<file path="config.mk">
export PLATFORM = sky130hd
export DESIGN_NAME = aes_dec_loader
export DESIGN_NICKNAME = d
export VERILOG_FILES = /design/src/rtl/aes_dec_loader.sv
export SDC_FILE = /design/constraint.sdc
export NUM_CORES = 1
export LEC_CHECK = 0
export ABC_AREA = 1
export ABC_CLOCK_PERIOD_IN_PS = 3000
export CAP_MARGIN = 20
export CELL_PAD_IN_SITES_DETAIL_PLACEMENT = 0
export CELL_PAD_IN_SITES_GLOBAL_PLACEMENT = 1
export CORE_MARGIN = 2
export CORE_UTILIZATION = 33
export CTS_BUF_LIST = sky130_fd_sc_hd__clkbuf_2 sky130_fd_sc_hd__clkbuf_4 sky130_fd_sc_hd__clkbuf_8
export DETAILED_ROUTE_END_ITERATION = 6
export GPL_ROUTABILITY_DRIVEN = 0
export PLACE_DENSITY_LB_ADDON = 0.25
export SYNTH_ARGS = -nofsm -noshare
export SYNTH_HDL_FRONTEND = slang
export SYNTH_SLANG_ARGS = --single-unit
</file>
<file path="constraint.sdc">
create_clock -name clk_i -period 3 [get_ports clk_i]
set_input_delay 0.45 -clock clk_i [delete_from_list [all_inputs] [get_ports clk_i]]
set_output_delay 0.45 -clock clk_i [all_outputs]
set_load 0.01 [all_outputs]
</file>
<file path="src/rtl/aes_dec_loader.sv">
// Word-stream loader and sequencer for a multicycle AES-256 decryption core.
// Define AES_DEC_LOADER_CBC_EN to add CBC chaining (16-word new-key blocks carrying an IV).
module aes_dec_loader #(
  parameter int LATENCY_P = 29
) (
  input  logic         clk_i,
  input  logic         reset_i,
  input  logic [31:0]  word_i,
  input  logic         word_v_i,
  input  logic         new_key_i,
  output logic         word_ready_o,
  output logic [255:0] key_o,
  output logic [127:0] ciphertext_o,
  output logic         core_reset_o,
  input  logic [127:0] plaintext_i,
  output logic [127:0] plaintext_o,
  output logic         plaintext_v_o,
  input  logic         plaintext_yumi_i
);

`ifdef AES_DEC_LOADER_CBC_EN
  localparam logic [3:0] NK_LAST_LP = 4'd15;
`else
  localparam logic [3:0] NK_LAST_LP = 4'd11;
`endif
  localparam logic [7:0] LAT_LAST_LP = 8'(LATENCY_P - 1);

  typedef enum logic [1:0] {
    S_COLLECT,
    S_LAUNCH,
    S_WAIT,
    S_OUTPUT
  } state_e;

  state_e       state_q, state_d;
  logic [3:0]   word_cnt_q, word_cnt_d;
  logic [7:0]   lat_cnt_q, lat_cnt_d;
  logic         mode_q, mode_d;
  logic [255:0] key_q, key_d;
  logic [127:0] ct_q, ct_d;
  logic [127:0] pt_q, pt_d;
`ifdef AES_DEC_LOADER_CBC_EN
  logic [127:0] chain_q, chain_d;
`endif

  logic         blk_new;
  logic [3:0]   last_idx;
  logic [2:0]   key_slot;
  logic [1:0]   ct_slot;

  // Words land MSB first, so the slot index is the inverted low bits of the word count.
  always_comb begin
    state_d    = state_q;
    word_cnt_d = word_cnt_q;
    lat_cnt_d  = lat_cnt_q;
    mode_d     = mode_q;
    key_d      = key_q;
    ct_d       = ct_q;
    pt_d       = pt_q;
`ifdef AES_DEC_LOADER_CBC_EN
    chain_d    = chain_q;
`endif
    blk_new  = (word_cnt_q == 4'd0) ? new_key_i : mode_q;
    last_idx = blk_new ? NK_LAST_LP : 4'd3;
    key_slot = ~word_cnt_q[2:0];
    ct_slot  = ~word_cnt_q[1:0];

    unique case (state_q)
      S_COLLECT: begin
        if (word_v_i) begin
          if (word_cnt_q == 4'd0) mode_d = new_key_i;
          if (!blk_new) ct_d[{ct_slot, 5'd0} +: 32] = word_i;
          else if (!word_cnt_q[3]) key_d[{key_slot, 5'd0} +: 32] = word_i;
`ifdef AES_DEC_LOADER_CBC_EN
          else if (!word_cnt_q[2]) chain_d[{ct_slot, 5'd0} +: 32] = word_i;
`endif
          else ct_d[{ct_slot, 5'd0} +: 32] = word_i;
          if (word_cnt_q == last_idx) begin
            word_cnt_d = 4'd0;
            state_d    = S_LAUNCH;
          end else begin
            word_cnt_d = word_cnt_q + 4'd1;
          end
        end
      end
      S_LAUNCH: begin
        lat_cnt_d = 8'd0;
        state_d   = S_WAIT;
      end
      S_WAIT: begin
        if (lat_cnt_q == LAT_LAST_LP) begin
`ifdef AES_DEC_LOADER_CBC_EN
          pt_d    = plaintext_i ^ chain_q;
          chain_d = ct_q;
`else
          pt_d    = plaintext_i;
`endif
          lat_cnt_d = 8'd0;
          state_d   = S_OUTPUT;
        end else begin
          lat_cnt_d = lat_cnt_q + 8'd1;
        end
      end
      S_OUTPUT: begin
        if (plaintext_yumi_i) state_d = S_COLLECT;
      end
      default: state_d = S_COLLECT;
    endcase
  end

  always_ff @(posedge clk_i) begin
    if (reset_i) begin
      state_q    <= S_COLLECT;
      word_cnt_q <= 4'd0;
      lat_cnt_q  <= 8'd0;
      mode_q     <= 1'b0;
      key_q      <= '0;
      ct_q       <= '0;
      pt_q       <= '0;
`ifdef AES_DEC_LOADER_CBC_EN
      chain_q    <= '0;
`endif
    end else begin
      state_q    <= state_d;
      word_cnt_q <= word_cnt_d;
      lat_cnt_q  <= lat_cnt_d;
      mode_q     <= mode_d;
      key_q      <= key_d;
      ct_q       <= ct_d;
      pt_q       <= pt_d;
`ifdef AES_DEC_LOADER_CBC_EN
      chain_q    <= chain_d;
`endif
    end
  end

  // The core only runs while its reset is released, which happens solely in WAIT.
  assign word_ready_o  = (state_q == S_COLLECT);
  assign core_reset_o  = (state_q != S_WAIT);
  assign plaintext_v_o = (state_q == S_OUTPUT);
  assign key_o         = key_q;
  assign ciphertext_o  = ct_q;
  assign plaintext_o   = pt_q;

endmodule

</file>
==> results of run 1 <==
[per-layer routing]
layer / wire [microns] / up-vias / track usage, %
met5: 16 / - / 0
met4: 2866 / 2 / 9.249
met3: 7699 / 141 / 7.317
met2: 44170 / 750 / 44.25
met1: 39110 / 10042 / 33.49
li1: - / 11086 / -
[final cells by class]
type / instances / area, sq um / share of cell area, %
timing repair buffer: 749 / 7457 / 23.49
clock buffer: 154 / 1994 / 6.282
sequential: 527 / 10550 / 33.24
clock inverter: 24 / 225.2 / 0.7094
inverter: 382 / 1443 / 4.544
antenna: 3 / 7.507 / 0.02365
multi-input combinational: 2107 / 8987 / 28.31
tap: 864 / 1081 / 3.405
[state kept, by name, summed over array words and instances, names as in the netlist]
name          cells
key_o           256
ciphertext_o    128
plaintext_o     128
lat_cnt_q         8
word_cnt_q        4
state_q           2
mode_q            1
[worst register-to-register path: stages, from the launching register on]
cell     delay [ps]
dfxtp_1         420
inv_1           150
ha_1            330
buf_4           210
nor2_1          130
buf_4           300
inv_1           200
nor2_1          480
nand4_1         160
a21oi_1         150
[cells in the final DEF, fill, tap and decap left out, types with 2 or more instances in the layout]
cell type | netlist | routed
nor2_1 | 916 | 916
clkdlybuf4s50_1 | 0 | 678
nand2_1 | 669 | 668
dfxtp_1 | 527 | 526
inv_1 | 376 | 375
clkbuf_8 | 0 | 134
o21ai_0 | 130 | 130
a21oi_1 | 125 | 125
nand3_1 | 67 | 67
nor3_1 | 60 | 60
buf_4 | 6 | 60
nand4_1 | 53 | 53
or3_1 | 26 | 26
clkbuf_4 | 0 | 20
clkinv_2 | 0 | 15
a211oi_1 | 13 | 13
ha_1 | 13 | 12
a31oi_1 | 11 | 11
buf_12 | 0 | 11
nand4_4 | 7 | 7
inv_2 | 6 | 5
inv_8 | 0 | 4
nor2_4 | 2 | 4
diode_2 | 0 | 3
nor2_2 | 5 | 3
clkinvlp_4 | 0 | 3
bufinv_16 | 0 | 3
nand2_2 | 1 | 2
o21ai_1 | 2 | 2
xor2_1 | 2 | 2
[worst paths after layout]
| check | from | to | slack (ps) |
|---|---|---|---|
| setup / recovery | word_cnt_q[1] | ciphertext_o[127] | 430 |
| hold / removal | reset_i | key_o[123] | 240 |
| setup reg to reg | word_cnt_q[1] | ciphertext_o[127] | 430 |
| hold reg to reg | ciphertext_o[90] | ciphertext_o[90] | 460 |
[kinds of logic (layout without fill, tap and decap cells)]
| logic type | Yosys count | in the layout | share of synthesized area, % |
|---|---|---|---|
| XOR/XNOR | 2 | 2 | 0.08009 |
| adder cells (fa/ha/maj) | 13 | 13 | 0.7436 |
| buffers and inverters | 589 | 1309 | 10.80 |
| other | 0 | 3 | 0 |
| flip-flops | 527 | 527 | 48.23 |
| AND/OR/NAND/NOR | 1811 | 1811 | 33.51 |
| AO/OA/AOI/OAI | 281 | 281 | 6.641 |
[power by group through the flow]
stage | combinational, W | sequential [W] | clock [W]
after global routing | 0.00500 | 0.00764 | 0.00825
after floorplan | 0.00235 | 0.00781 | 0
final | 0.00456 | 0.00761 | 0.00776
after global placement | 0.00455 | 0.00776 | 0
after CTS | 0.00457 | 0.00761 | 0.00793
after detailed placement | 0.00455 | 0.00776 | 0
[stage by stage]
| step | setup slack (ps) | power (W) | hold slack, ps |
|---|---|---|---|
| finish | 432.5 | 0.01993 | 236.4 |
| CTS | 326.7 | 0.02011 | 249.6 |
| global route | 231.4 | 0.02088 | 261.5 |
| global placement | 422.9 | 0.01231 | 454.1 |
| detailed placement | 448.5 | 0.01231 | 454.7 |
| floorplan | 357.2 | 0.01017 | 465.6 |
==> results.ini, run 1 <==
[run_status]
status = completed

[routing]
wl_per_cell_microns = 19.51
wl_microns = 93870
drt_pass1_iterations = 5
postRouteAntennaNets = 0
vias_per_cell = 4.578
num_vias = 22021
drtIter0Drc = 1686
drcViolationCount = 0

[power]
power_density_nw_per_um2 = 627.7
power_switching_w = 0.006528
ir_worst_vdd_uv = 316.0
power.share.combinational_pct = 22.9
seqPwrFrac_pct = 38.2
power.clock.fraction_pct = 38.9
p_leak_nw = 14.61
sw_frac_of_total_pct = 32.76
p_int_w = 0.01340

[timing]
clock.fmax_mhz = 389.5
hold_viol_final = 0
min_period_ps = 2568
finalSetupTns_ps = 0
fin_skew_ps = 45.63
rsz0062_at_grt = no
report.final.setup_viol = 0
drv_slew = 0
post-route-period-util_pct = 85.58
maxSlewHeadroom_pct = 38.99
worst_pin_slew_ps = 915.2

[cts]
clk_pin_slew_ps = 60
holdBufCountCts = 0
clkLatencyLatePin_ps = 700
cts_root_buffer = clkbuf_8
clk_path_buf_depth = 3
cts_tree = yes
cts.repair.resized = 0
cts.sinks = 527
h-tree-depth = 3
cts_buffers = 96
post_cts_buffers = 0

[logic_synthesis]
yosysSeqAreaShare_pct = 48.23
yosysTopAreaCellShare_pct = 48.23
netlist_top_cells_area = dfxtp_1 48%, nor2_1 16%, nand2_1 11%, inv_1 6.5%, o21ai_0 3.0%
async_reset_ff_share_pct = 0
synthTopCellsByCount = 916 x nor2_1, 669 x nand2_1, 527 x dfxtp_1
syn_inst = 3223
syn_area_sq_um = 21870
synth_edf_count = 0
ys_ff_latch = 527
synth_top_area_cell = dfxtp_1
synth_most_common_cell = nor2_1
ys.flop_type = dfxtp_1
yosysUniqueCellTypes = 31
yosysWarnings = 0
avgSynthCellArea_sq_um = 6.787
syn-num-nets = 3401

[critical_path]
cp-end-kind = flop
path_depth = 9
cp_top_family = buffers and inverters
crit_type = reg -> reg
crit_slowest_cell = nor2_1
crit_buf_inv = 4
crit_chain = inv_1 -> ha_1 -> buf_4 -> nor2_1 -> buf_4 -> inv_1 -> nor2_1 -> nand4_1 -> a21oi_1
worstSetupStartpointType = flop
arrival_ps = 3190
critical_path_required_ps = 3620
critPathMaxStageDelay_ps = 480
path_max_fanout = 20
reg2regPathDepth = 9

[min_path]
hold_path.class = in -> reg
holdPathStages = 4

[grt]
grt_first_pass_wirelength_microns = 136300
overflow = 0
grt_max_degree = 131
antenna_found_initial = 6
grt_pass1_vias = 20935
grt_use_total_pct = 26.75

[cells_and_area]
final_nets = 4041
layout-drive-gt1-share_pct = 7.025
post-route-util_pct = 48.29
area_growth_pct = 45.13
fillers = 6757
final_cell_area_sq_um = 31750
layout.cells.non_filler = 4810

[die]
rows = 94
die_w_microns = 261.5
core-area_sq_um = 65750
initial_core_util_pct = 33.27
die_h_microns = 261.5
dieArea_sq_um = 68360
top_level_ports = 680

[flow_run]
cap_viol_max_count = 0

[place]
dp_cells = 4629
post_dp_cell_area_sq_um = 29520
dpl.hpwl_microns = 67540
portBuffers = 679

Power figures use the tool's default switching activity.
==> run 2: changes to the inputs <==
- CORE_UTILIZATION: 33 -> 26
- GPL_TIMING_DRIVEN: not set -> 0
- REMOVE_ABC_BUFFERS: not set -> 1
==> results.ini, run 2 (synthesized netlist as in run 1, its figures left out) <==
[cells_and_area]
area_growth_pct = 49.28  ; was 45.13%
final_nets = 4043  ; was 4041
final_common_cell = nor2_1  ; unchanged
layout-drive-gt1-share_pct = 7.501  ; was 7.025%
largest_reg_flops = 256  ; unchanged
post-route-util_pct = 39.14  ; was 48.29%
final_cell_area_sq_um = 32650  ; was 31750 sq um
final_cell_mix = 910 x nor2_1, 678 x clkdlybuf4s50_1, 664 x nand2_1  ; was 916 x nor2_1, 678 x clkdlybuf4s50_1, 668 x nand2_1

[cts]
cts_tree = yes  ; unchanged
h-tree-depth = 3  ; unchanged
cts_buffers = 100  ; was 96
cts_root_buffer = clkbuf_8  ; unchanged
cts.sinks = 527  ; unchanged
clk_path_buf_depth = 3  ; unchanged
clkLatencyLatePin_ps = 730  ; was 700 ps
clk_pin_slew_ps = 70  ; was 60 ps

[timing]
maxSlewHeadroom_pct = 31.51  ; was 38.99%
fin_skew_ps = 51.47  ; was 45.63 ps
min_period_ps = 2862  ; was 2568 ps
worst_pin_slew_ps = 1024  ; was 915.2 ps
clock.fmax_mhz = 349.4  ; was 389.5 MHz
drv_slew = 0  ; unchanged
report.final.setup_viol = 0  ; unchanged
whs_ps = 141.7  ; was 236.4 ps
finalSetupTns_ps = 0  ; unchanged
hold_viol_final = 0  ; unchanged
post-route-period-util_pct = 95.40  ; was 85.58%

[routing]
drcViolationCount = 0  ; unchanged
wl_microns = 103000  ; was 93870 microns
num_vias = 22030  ; was 22021
vias_per_cell = 4.379  ; was 4.578
drtIter0Drc = 1152  ; was 1686
drt_pass1_iterations = 5  ; unchanged
wl_per_cell_microns = 20.46  ; was 19.51 microns
postRouteAntennaNets = 0  ; unchanged

[grt]
overflow = 0  ; unchanged
antenna_found_initial = 8  ; was 6
grt_first_pass_wirelength_microns = 146800  ; was 136300 microns
grt_pass1_vias = 20957  ; was 20935
grt_use_total_pct = 23.05  ; was 26.75%
grt_max_degree = 141  ; was 131

[critical_path]
crit_path_start = word_cnt_q[0]  ; was word_cnt_q[1]
endpoint = ciphertext_o[124]  ; was ciphertext_o[127]
cp-end-kind = flop  ; unchanged
crit_type = reg -> reg  ; unchanged
worstSetupStartpointType = flop  ; unchanged
path_max_fanout = 30  ; was 20
arrival_ps = 3510  ; was 3190 ps
r2r-end = ciphertext_o[124]  ; was ciphertext_o[127]
rr_startpoint = word_cnt_q[0]  ; was word_cnt_q[1]
reg2regPathDepth = 11  ; was 9
critical_path_required_ps = 3650  ; was 3620 ps
reg2reg_slack_ps = 140  ; was 430 ps

[run_status]
status = completed  ; unchanged

[die]
top_level_ports = 680  ; unchanged
rows = 106  ; was 94
initial_core_util_pct = 26.22  ; was 33.27%
core-area_sq_um = 83420  ; was 65750 sq um
die_w_microns = 294.1  ; was 261.5 microns
dieArea_sq_um = 86470  ; was 68360 sq um
die_h_microns = 294.1  ; was 261.5 microns

[flow_run]
cap_viol_max_count = 0  ; unchanged

[power]
power_density_nw_per_um2 = 635.5  ; was 627.7 nW/um^2
ir_worst_vdd_uv = 330.5  ; was 316.0 uV
p_leak_nw = 14.75  ; was 14.61 nW

[place]
portBuffers = 679  ; unchanged
post_dp_cell_area_sq_um = 29790  ; was 29520 sq um
dpl.hpwl_microns = 67980  ; was 67540 microns

[min_path]
holdPathStages = 2  ; was 4
hold_path.class = in -> reg  ; unchanged

==> run 2: final cells by class <==
| class | count | area (sq um) |
|---|---|---|
| Multi-Input combinational cell | 2116 | 9264 |
| Fill cell | 8770 | 50770 |
| Clock buffer | 172 | 2130 |
| Timing Repair inverter | 1 | 5.005 |
| Inverter | 382 | 1475 |
| Sequential cell | 527 | 10550 |
| Antenna cell | 5 | 12.51 |
| Clock inverter | 11 | 117.6 |
| Timing Repair Buffer | 737 | 7745 |
| Tap cell | 1080 | 1351 |
==> run 2: repair_timing <==
| item | in CTS | in global routing |
|---|---|---|
| setup buffers | 23 | 4 |
| gates cloned | 10 | 2 |
| hold endpoints to repair | 0 | 0 |
| hold buffers | 0 | 0 |
| setup endpoints to repair | 384 | 96 |
| pin swaps | 13 | 2 |
| gates resized for setup | 30 | 6 |
==> run 2: worst min path at each step <==
stage | slack (ps) | start | to
after floorplan | 460 | mode_q | mode_q
after global placement | 440 | ciphertext_o[116] | ciphertext_o[116]
after detailed placement | 440 | ciphertext_o[52] | ciphertext_o[52]
after CTS | 80 | reset_i | ciphertext_o[103]
after global routing | 130 | reset_i | ciphertext_o[100]
final | 140 | reset_i | ciphertext_o[100]
==> run 2: where the power goes <==
| group | internal (W) | switching (W) | total (W) |
|---|---|---|---|
| Combinational | 0.00186 | 0.00343 | 0.00530 |
| Clock | 0.00454 | 0.00337 | 0.00791 |
| Sequential | 0.00735 | 0.000194 | 0.00754 |
==> run 2: worst max-delay path, cell delays in order, from the launching register on <==
cell	delay, ps
dfxtp_4	360
buf_12	210
inv_1	150
ha_1	250
nand3_1	190
nand2_8	70
ha_2	220
nor2_4	230
nand2_2	350
buf_12	290
or3_1	330
a21oi_1	120
==> run 2: per-layer routing <==
metal	vias up	global-route usage (%)	wire length, microns
li1	11134	-	-
met4	8	6.695	2502
met3	130	6.918	8547
met2	718	39.61	49250
met1	10040	27.61	42600
met5	-	0	57
==> run 2: through the flow <==
step / setup WS, ps / power, W / instances
floorplan: -2148 / 0.009927 / 3016
global placement: -14420 / 0.01224 / 4775
detailed placement: -1721 / 0.01257 / 4803
CTS: 16.03 / 0.02095 / 5019
global route: -2.375 / 0.02180 / 5027
finish: 138.0 / 0.02075 / 5031
